[config.mk]
export PLATFORM = sky130hd
export DESIGN_NAME = round_arbiter_flat
export DESIGN_NICKNAME = d
export VERILOG_FILES = /design/src/rtl/round_arbiter_if.sv /design/src/rtl/round_arbiter.sv /design/src/flat_wrapper.sv
export SDC_FILE = /design/constraint.sdc
export NUM_CORES = 1
export LEC_CHECK = 0
export BUFFER_PORTS_ARGS = -buffer_cell sky130_fd_sc_hd__buf_2
export CORE_MARGIN = 5
export CORE_UTILIZATION = 48
export CTS_BUF_LIST = sky130_fd_sc_hd__clkbuf_16
export DETAILED_ROUTE_END_ITERATION = 10
export PLACE_DENSITY_LB_ADDON = 0.1
export SYNTH_ARGS = -nofsm -noshare
export SYNTH_HDL_FRONTEND = slang
export SYNTH_SLANG_ARGS = --single-unit
[constraint.sdc]
create_clock -name clk -period 6.2 [get_ports clk]
set_clock_uncertainty 0.2 [all_clocks]
set_input_delay 1.24 -clock clk [delete_from_list [all_inputs] [get_ports clk]]
set_output_delay 1.24 -clock clk [all_outputs]
set_load 0.01 [all_outputs]
[src/rtl/round_arbiter_if.sv]
// Handshake bundle between two sample requesters, the shared rounding stage and its consumer.
interface round_arbiter_if #(
    parameter int IN_W  = 16,
    parameter int OUT_W = 12,
    parameter int CNT_W = 8
);
    logic             req0_valid;
    logic [IN_W-1:0]  req0_data;
    logic             req0_ready;
    logic             req1_valid;
    logic [IN_W-1:0]  req1_data;
    logic             req1_ready;
    logic             out_valid;
    logic [OUT_W-1:0] out_data;
    logic             out_id;
    logic             out_sat;
    logic             out_ready;
    logic [CNT_W-1:0] sat_count;

    modport master (
        output req0_valid, req0_data, req1_valid, req1_data, out_ready,
        input  req0_ready, req1_ready, out_valid, out_data, out_id, out_sat, sat_count
    );

    modport slave (
        input  req0_valid, req0_data, req1_valid, req1_data, out_ready,
        output req0_ready, req1_ready, out_valid, out_data, out_id, out_sat, sat_count
    );
endinterface

[src/rtl/round_arbiter.sv]
// Two requesters share one round-half-up / saturate stage feeding a single result register;
// ties are resolved round robin and saturated results are counted.
module round_arbiter #(
    parameter int IN_W  = 16,
    parameter int OUT_W = 12,
    parameter int CNT_W = 8
) (
    input logic            clk,
    input logic            rst,
    round_arbiter_if.slave bus
);
    typedef enum logic {EMPTY, FULL} state_t;

    localparam logic signed [OUT_W:0] MAX_POS = (OUT_W+1)'((1 << (OUT_W-1)) - 1);
    localparam logic [CNT_W-1:0]      CNT_MAX = '1;

    function automatic logic signed [OUT_W:0] round_half_up(input logic signed [IN_W-1:0] x);
        logic signed [OUT_W:0] hi;
        logic signed [OUT_W:0] half;
        hi   = {x[IN_W-1], x[IN_W-1 -: OUT_W]};
        half = {{OUT_W{1'b0}}, x[IN_W-OUT_W-1]};
        return hi + half;
    endfunction

    function automatic logic overflows(input logic signed [OUT_W:0] s);
        return s > MAX_POS;
    endfunction

    function automatic logic signed [OUT_W-1:0] saturate(input logic signed [OUT_W:0] s);
        return overflows(s) ? MAX_POS[OUT_W-1:0] : s[OUT_W-1:0];
    endfunction

    state_t                  state, state_nxt;
    logic                    slot_free;
    logic                    grant0, grant1, grant_any;
    logic                    last_grant;
    logic signed [IN_W-1:0]  sample_p0;
    logic signed [OUT_W:0]   sum_p0;
    logic signed [OUT_W-1:0] res_p0;
    logic                    sat_p0;
    logic signed [OUT_W-1:0] data_p1;
    logic                    id_p1;
    logic                    sat_p1;
    logic                    vld_p1;
    logic [CNT_W-1:0]        cnt;

    // Stage p0: arbitration and rounding of the granted sample
    always_comb begin
        state_nxt = state;
        slot_free = (state == EMPTY) || bus.out_ready;
        grant0    = 1'b0;
        grant1    = 1'b0;
        if (!rst && slot_free) begin
            if (bus.req0_valid && bus.req1_valid) begin
                grant0 = last_grant;
                grant1 = !last_grant;
            end else begin
                grant0 = bus.req0_valid;
                grant1 = bus.req1_valid;
            end
        end
        grant_any = grant0 || grant1;
        sample_p0 = grant1 ? $signed(bus.req1_data) : $signed(bus.req0_data);
        sum_p0    = round_half_up(sample_p0);
        res_p0    = saturate(sum_p0);
        sat_p0    = overflows(sum_p0);
        case (state)
            EMPTY:   if (grant_any) state_nxt = FULL;
            FULL:    if (bus.out_ready && !grant_any) state_nxt = EMPTY;
            default: state_nxt = EMPTY;
        endcase
    end

    // Stage p1: one-entry result register
    always_ff @(posedge clk) begin
        if (rst) begin
            state      <= EMPTY;
            last_grant <= 1'b1;
            data_p1    <= '0;
            id_p1      <= 1'b0;
            sat_p1     <= 1'b0;
            cnt        <= '0;
        end else begin
            state <= state_nxt;
            if (grant_any) begin
                data_p1    <= res_p0;
                id_p1      <= grant1;
                sat_p1     <= sat_p0;
                last_grant <= grant1;
                if (sat_p0 && cnt != CNT_MAX) cnt <= cnt + 1'b1;
            end
        end
    end

    assign vld_p1         = (state == FULL);
    assign bus.req0_ready = grant0;
    assign bus.req1_ready = grant1;
    assign bus.out_valid  = vld_p1;
    assign bus.out_data   = data_p1;
    assign bus.out_id     = id_p1;
    assign bus.out_sat    = sat_p1;
    assign bus.sat_count  = cnt;
endmodule

[src/flat_wrapper.sv]
// flat-port wrapper written by rule: the top's interface ports become plain ports
module round_arbiter_flat 
#(
    parameter int IN_W  = 16,
    parameter int OUT_W = 12,
    parameter int CNT_W = 8
)
  (clk, rst, bus_req0_valid, bus_req0_data, bus_req1_valid, bus_req1_data, bus_out_ready, bus_req0_ready, bus_req1_ready, bus_out_valid, bus_out_data, bus_out_id, bus_out_sat, bus_sat_count);
  round_arbiter_if #(.IN_W(IN_W), .OUT_W(OUT_W), .CNT_W(CNT_W)) bus_i ();
  input logic clk;
  input logic rst;
  input wire logic [$bits(bus_i.req0_valid)-1:0] bus_req0_valid;
  input wire logic [$bits(bus_i.req0_data)-1:0] bus_req0_data;
  input wire logic [$bits(bus_i.req1_valid)-1:0] bus_req1_valid;
  input wire logic [$bits(bus_i.req1_data)-1:0] bus_req1_data;
  input wire logic [$bits(bus_i.out_ready)-1:0] bus_out_ready;
  output wire logic [$bits(bus_i.req0_ready)-1:0] bus_req0_ready;
  output wire logic [$bits(bus_i.req1_ready)-1:0] bus_req1_ready;
  output wire logic [$bits(bus_i.out_valid)-1:0] bus_out_valid;
  output wire logic [$bits(bus_i.out_data)-1:0] bus_out_data;
  output wire logic [$bits(bus_i.out_id)-1:0] bus_out_id;
  output wire logic [$bits(bus_i.out_sat)-1:0] bus_out_sat;
  output wire logic [$bits(bus_i.sat_count)-1:0] bus_sat_count;
  assign bus_i.req0_valid = bus_req0_valid;
  assign bus_i.req0_data = bus_req0_data;
  assign bus_i.req1_valid = bus_req1_valid;
  assign bus_i.req1_data = bus_req1_data;
  assign bus_i.out_ready = bus_out_ready;
  assign bus_req0_ready = bus_i.req0_ready;
  assign bus_req1_ready = bus_i.req1_ready;
  assign bus_out_valid = bus_i.out_valid;
  assign bus_out_data = bus_i.out_data;
  assign bus_out_id = bus_i.out_id;
  assign bus_out_sat = bus_i.out_sat;
  assign bus_sat_count = bus_i.sat_count;
  round_arbiter #(.IN_W(IN_W), .OUT_W(OUT_W), .CNT_W(CNT_W)) u_core (.clk(clk), .rst(rst), .bus(bus_i));
endmodule
Word-level counts from Yosys, hierarchy flattened
Index checks and enable logic that the tools add are counted.

operators by class
  add/sub/neg operators = 2
  reduce and logical (&&, ||, !) cells = 10
  bitwise operators = 1
  magnitude comparators = 1
  eq/ne operators = 1
  muxes and demuxes = 9

operator list
  cell                                                                    count
  16-bit 2-to-1 mux                                                       1
  12-bit by 2-bit adder with 13-bit output                                1
  13-bit by 12-bit > comparator with 1-bit output, second input constant  1
  12-bit 2-to-1 mux                                                       1
  8-bit by 1-bit adder with 8-bit output, second input constant           1
  8-bit != test, second input constant                                    1
  1-bit 2-to-1 mux                                                        6
  1-bit logical AND                                                       4
  1-bit logical NOT                                                       3
  1-bit logical OR                                                        2
  1-bit one-hot mux with 2 select lines                                   1
  2-bit AND reduction                                                     1
  1-bit NOT                                                               1

word-level totals
  output and inout port bits = 25
  input bits = 37
  flip-flop bits (word level) = 24

Longest topological paths before layout
  depth in word-level cells = 9
  mapped depth = 14
  depth with buffers taken out = 10

Least setup slack after synthesis
Ideal clock, no wire load.

  path type = input -> register
  start point = input port bus_out_ready
  end point = register u_core.cnt[5], in the netlist u_core.bus.sat_count[5]
  library setup time = 0.121 ns
  required time = 5.879 ns
  data arrival time = 4.471 ns
  buffers on the path = 4
  path slack = 1.409 ns
  stages on the path = 14
  cells stage by stage = nor2b_4 a2111oi_4 clkbuf_1 buf_2 mux2_2 ha_1 ha_1 clkbuf_1 nand3_1 mux2i_1 mux2i_1 buf_4 nor4_1 mux2_2

on the way
  word-level cells in the longest chain between the ends = 8
  elaborated cells on any way between the ends = 10

RTL lines
  what                                             line                 RTL
  start: declaration                               flat_wrapper.sv:16   input wire logic [$bits(bus_i.out_ready)-1:0] bus_out_ready;
  1-bit logical OR *                               round_arbiter.sv:50  slot_free = (state == EMPTY) || bus.out_ready;
  1-bit logical AND *                              round_arbiter.sv:53  if (!rst && slot_free) begin
  1-bit 2-to-1 mux *                               round_arbiter.sv:53
  named net bus_req1_ready                         flat_wrapper.sv:18   output wire logic [$bits(bus_i.req1_ready)-1:0] bus_req1_ready;
  16-bit 2-to-1 mux                                round_arbiter.sv:63  sample_p0 = grant1 ? $signed(bus.req1_data) : $signed(bus.req0_data);
  12-bit by 2-bit adder with 13-bit output         round_arbiter.sv:22  return hi + half;
  13-bit by 12-bit > comparator with 1-bit output  round_arbiter.sv:26  return s > MAX_POS;
  1-bit logical AND                                round_arbiter.sv:90  if (sat_p0 && cnt != CNT_MAX) cnt <= cnt + 1'b1;
  2-bit AND reduction (no source line) *           --
  end signal: assignment                           round_arbiter.sv:90
  end: declaration                                 round_arbiter.sv:45  logic [CNT_W-1:0] cnt;

Mark *: on every way through the listed nets, which the timed path passes. The rest lies on a longest branch.
A chain may end at the register's enable or synchronous reset.

Worst setup path in the final report
  start point = input port rst
  end point = register u_core.data_p1[7], in the netlist u_core.bus.out_data[7]

on the way
  word-level cells in the longest chain between the ends = 7
  elaborated cells on any way between the ends = 9

RTL lines
  what                                             line                 RTL
  start: declaration                               flat_wrapper.sv:11   input logic rst;
  1-bit logical NOT                                round_arbiter.sv:53
  1-bit logical AND                                round_arbiter.sv:53
  1-bit 2-to-1 mux                                 round_arbiter.sv:53
  16-bit 2-to-1 mux                                round_arbiter.sv:63
  12-bit by 2-bit adder with 13-bit output         round_arbiter.sv:22
  13-bit by 12-bit > comparator with 1-bit output  round_arbiter.sv:26
  12-bit 2-to-1 mux                                round_arbiter.sv:30  return overflows(s) ? MAX_POS[OUT_W-1:0] : s[OUT_W-1:0];
  end signal: assignment                           round_arbiter.sv:86  data_p1 <= res_p0;
  end: declaration                                 round_arbiter.sv:41  logic signed [OUT_W-1:0] data_p1;

Several ways; a longest one is shown, not always the timed one.

==> impl_metrics.env <==
export IMPL_status="completed"
export IMPL_wire_per_inst_um=13.7
export IMPL_async_flop_share_pct=0
export IMPL_cts_inserted_buffers=3
export IMPL_root_buffer="clkbuf_16"
export IMPL_peakVddDrop_v=0.000119
export IMPL_grt_max_degree=30
export IMPL_synth_commonest_cells="dfxtp_1 (24), nor2_1 (24), nand3_1 (17)"
export IMPL_drv_slew=0
export IMPL_grt_pass1_vias=1491
export IMPL_power_mw=0.428
export IMPL_maxSlewHeadroom_pct=42.6
export IMPL_drt_iter0_drc=87
export IMPL_ys_ff_latch=24
export IMPL_track_usage_pct=18.5
export IMPL_core_area_um2=3100
export IMPL_netlist_area_leader_share_pct=30.6
export IMPL_cts_sinks=24
export IMPL_worstSkewPairLatency_ns=0.25
export IMPL_start_kind="primary input"
export IMPL_die_x_um=67.2
export IMPL_drc_errors=0
export IMPL_min_path_type="register to register"
export IMPL_path_clk_slew_ns=0.06
export IMPL_antenna_found_initial=0
export IMPL_htree_levels=1
export IMPL_clockBufferDepth=2
export IMPL_start_util_pct=50.6
export IMPL_grt_pass1_wl_mm=6.51
export IMPL_synth_nets=238
export IMPL_path_class="primary input to register"
export IMPL_drt_pass1_iter_count=4
export IMPL_drt_total_wl_mm=4.01
export IMPL_area_delta_synth_final_pct=25.7
export IMPL_cts_tree="done"
export IMPL_dieArea_um2=4520
export IMPL_netlist_area_um2=1570
export IMPL_ys_flop_type="dfxtp_1"
export IMPL_ys_seq_area_share_pct=30.6
export IMPL_dieHeight_um=67.2
export IMPL_synth_warnings=0
export IMPL_dr_total_vias=1598
export IMPL_post_cts_setup_buffers=0
export IMPL_max_freq_ghz=0.219
export IMPL_synth_top_cell_by_area="dfxtp_1"
export IMPL_placed_area_um2=1870
export IMPL_synth_top_cells_by_area="dfxtp_1 (31%), nor2_1 (5.7%), nand3_1 (5.4%), a211oi_1 (5.3%), mux2i_1 (5.1%)"
export IMPL_rsz0062_at_grt="false"
export IMPL_tightest_slew_ns=0.861
export IMPL_io_buffers=55
export IMPL_final_area_um2=1980
export IMPL_drtAntennaViolNets=0
export IMPL_crit_fanout=29
export IMPL_pin_count=62
export IMPL_hold_buffers=0
export IMPL_fin_nets=290
export IMPL_critPathArrivalTime_ns=4.46
export IMPL_crit_required_ns=6.10
export IMPL_grt_ovfl_total=0
export IMPL_hold_viol_final=0
export IMPL_yosysUniqueCellTypes=35
export IMPL_gp_congestion=0.882
export IMPL_period_needed_ns=4.56
export IMPL_netlist_instances=198
export IMPL_setup_violations=0
export IMPL_synth_edff_count=0
export IMPL_final_setup_tns_ns=0
export IMPL_n_antenna_cell=0
export IMPL_min_period_over_period_pct=73.6
export IMPL_syn_area_per_cell_um2=7.94
export IMPL_dpl_hpwl_mm=3.04
export IMPL_rows=20
export IMPL_cts_resized=0
export IMPL_viasPerCell=5.45
export IMPL_p_leak_nw=0.833
export IMPL_cap_viol_max_count=0
export IMPL_end_kind="register"
export IMPL_drive_gt1_share_pct=28.5
export IMPL_p_per_area_nw_per_um2=217
routing by layer:
metal  part of all wire, %  track usage [%]  routed length, um  vias to the layer above
li1                      -                -                  -                      829
met1                    45             22.5               1820                      723
met3                   5.5             3.83                220                        4
met5                     0                0                  0                        -
met4                  0.60             4.30                 24                        0
met2                    49             33.3               1950                       42
metrics by stage:
stage,hold WS [ns],std cells,util [%],worst slack (ns)
6_report,0.270,293,63.7,1.64
5_1_grt,0.302,293,63.7,1.39
4_1_cts,0.271,293,63.7,1.67
3_5_place_dp,0.262,289,60.3,1.39
3_3_place_gp,0.250,289,60.3,1.43
2_1_floorplan,0.281,198,-,1.41
cell usage in the layout (no fill, tap or decap):
cell type and count:
xor2_1 8, nor3_1 6, a22o_1 1, a211oi_1 11, nand4_1 4, mux2_2 4
o21ai_0 9, or3_1 4, nor2b_1 1, buf_2 55, xnor2_1 5, nand2b_1 1
a2111oi_4 1, mux2_4 2, nor4_1 2, nand3_1 17, clkbuf_16 3, o31ai_1 3
bufinv_16 1, dfxtp_1 24, a32o_1 1, and3_1 5, nand2_2 1, a311oi_1 1
a21oi_1 15, inv_1 8, or4_1 3, a31oi_1 2, nor2b_4 1, or2_2 1
buf_4 2, nand2_1 10, mux2i_1 8, nor2_1 24, a41oi_1 2, ha_1 3
registers in the layout, summed over array words and instances, names as in the netlist:
name	count
u_core.bus.out_data	12
u_core.bus.out_sat	1
u_core.bus.sat_count	8
u_core.bus.out_id	1
u_core.bus.out_valid	1
u_core.last_grant	1
worst paths after layout:
kind / start / endpoint / slack, ns / cells past startpoint
worst min register to register: u_core.bus.out_sat / u_core.bus.out_sat / 0.27 / 2
worst min-delay path: u_core.bus.out_sat / u_core.bus.out_sat / 0.27 / 2
worst max-delay path: rst / u_core.bus.out_data[7] / 1.64 / 10
worst max register to register: u_core.bus.out_valid / u_core.bus.out_data[7] / 2.47 / 10
cell type report:
| type | count | area (um^2) |
|---|---|---|
| Clock buffer | 3 | 75.1 |
| Clock inverter | 1 | 30.0 |
| Tap cell | 44 | 55.1 |
| Timing Repair Buffer | 57 | 290 |
| Multi-Input combinational cell | 156 | 1010 |
| Fill cell | 313 | 1130 |
| Inverter | 8 | 30.0 |
| Sequential cell | 24 | 480 |
power breakdown:
| part | total, mW | switching (mW) | internal, mW |
|---|---|---|---|
| registers | 0.167 | 0.00476 | 0.162 |
| clock network | 0.183 | 0.0551 | 0.128 |
| logic | 0.0773 | 0.0444 | 0.0329 |
| total | 0.428 | 0.104 | 0.323 |
critical path: stages:
cell,delay (ns)
buf_2,0.28
a2111oi_4,0.45
buf_4,0.37
mux2_2,0.38
ha_1,0.33
nand3_1,0.14
mux2i_1,0.09
mux2_4,0.31
a21oi_1,0.70
a211oi_1,0.17
cell families (layout without fill, tap and decap cells):
group                    count (synthesis)  count (layout)  synth area share [%]
buffers and inverters                   18              69                  4.86
AND/OR/NAND/NOR                         80              80                  25.3
multiplexers                            14              14                  9.87
XOR/XNOR                                13              13                  7.25
flip-flops                              24              24                  30.6
adder cells (fa/ha/maj)                  3               3                  2.39
AO/OA/AOI/OAI                           46              46                  19.7
(Power assumes the default switching activity.)
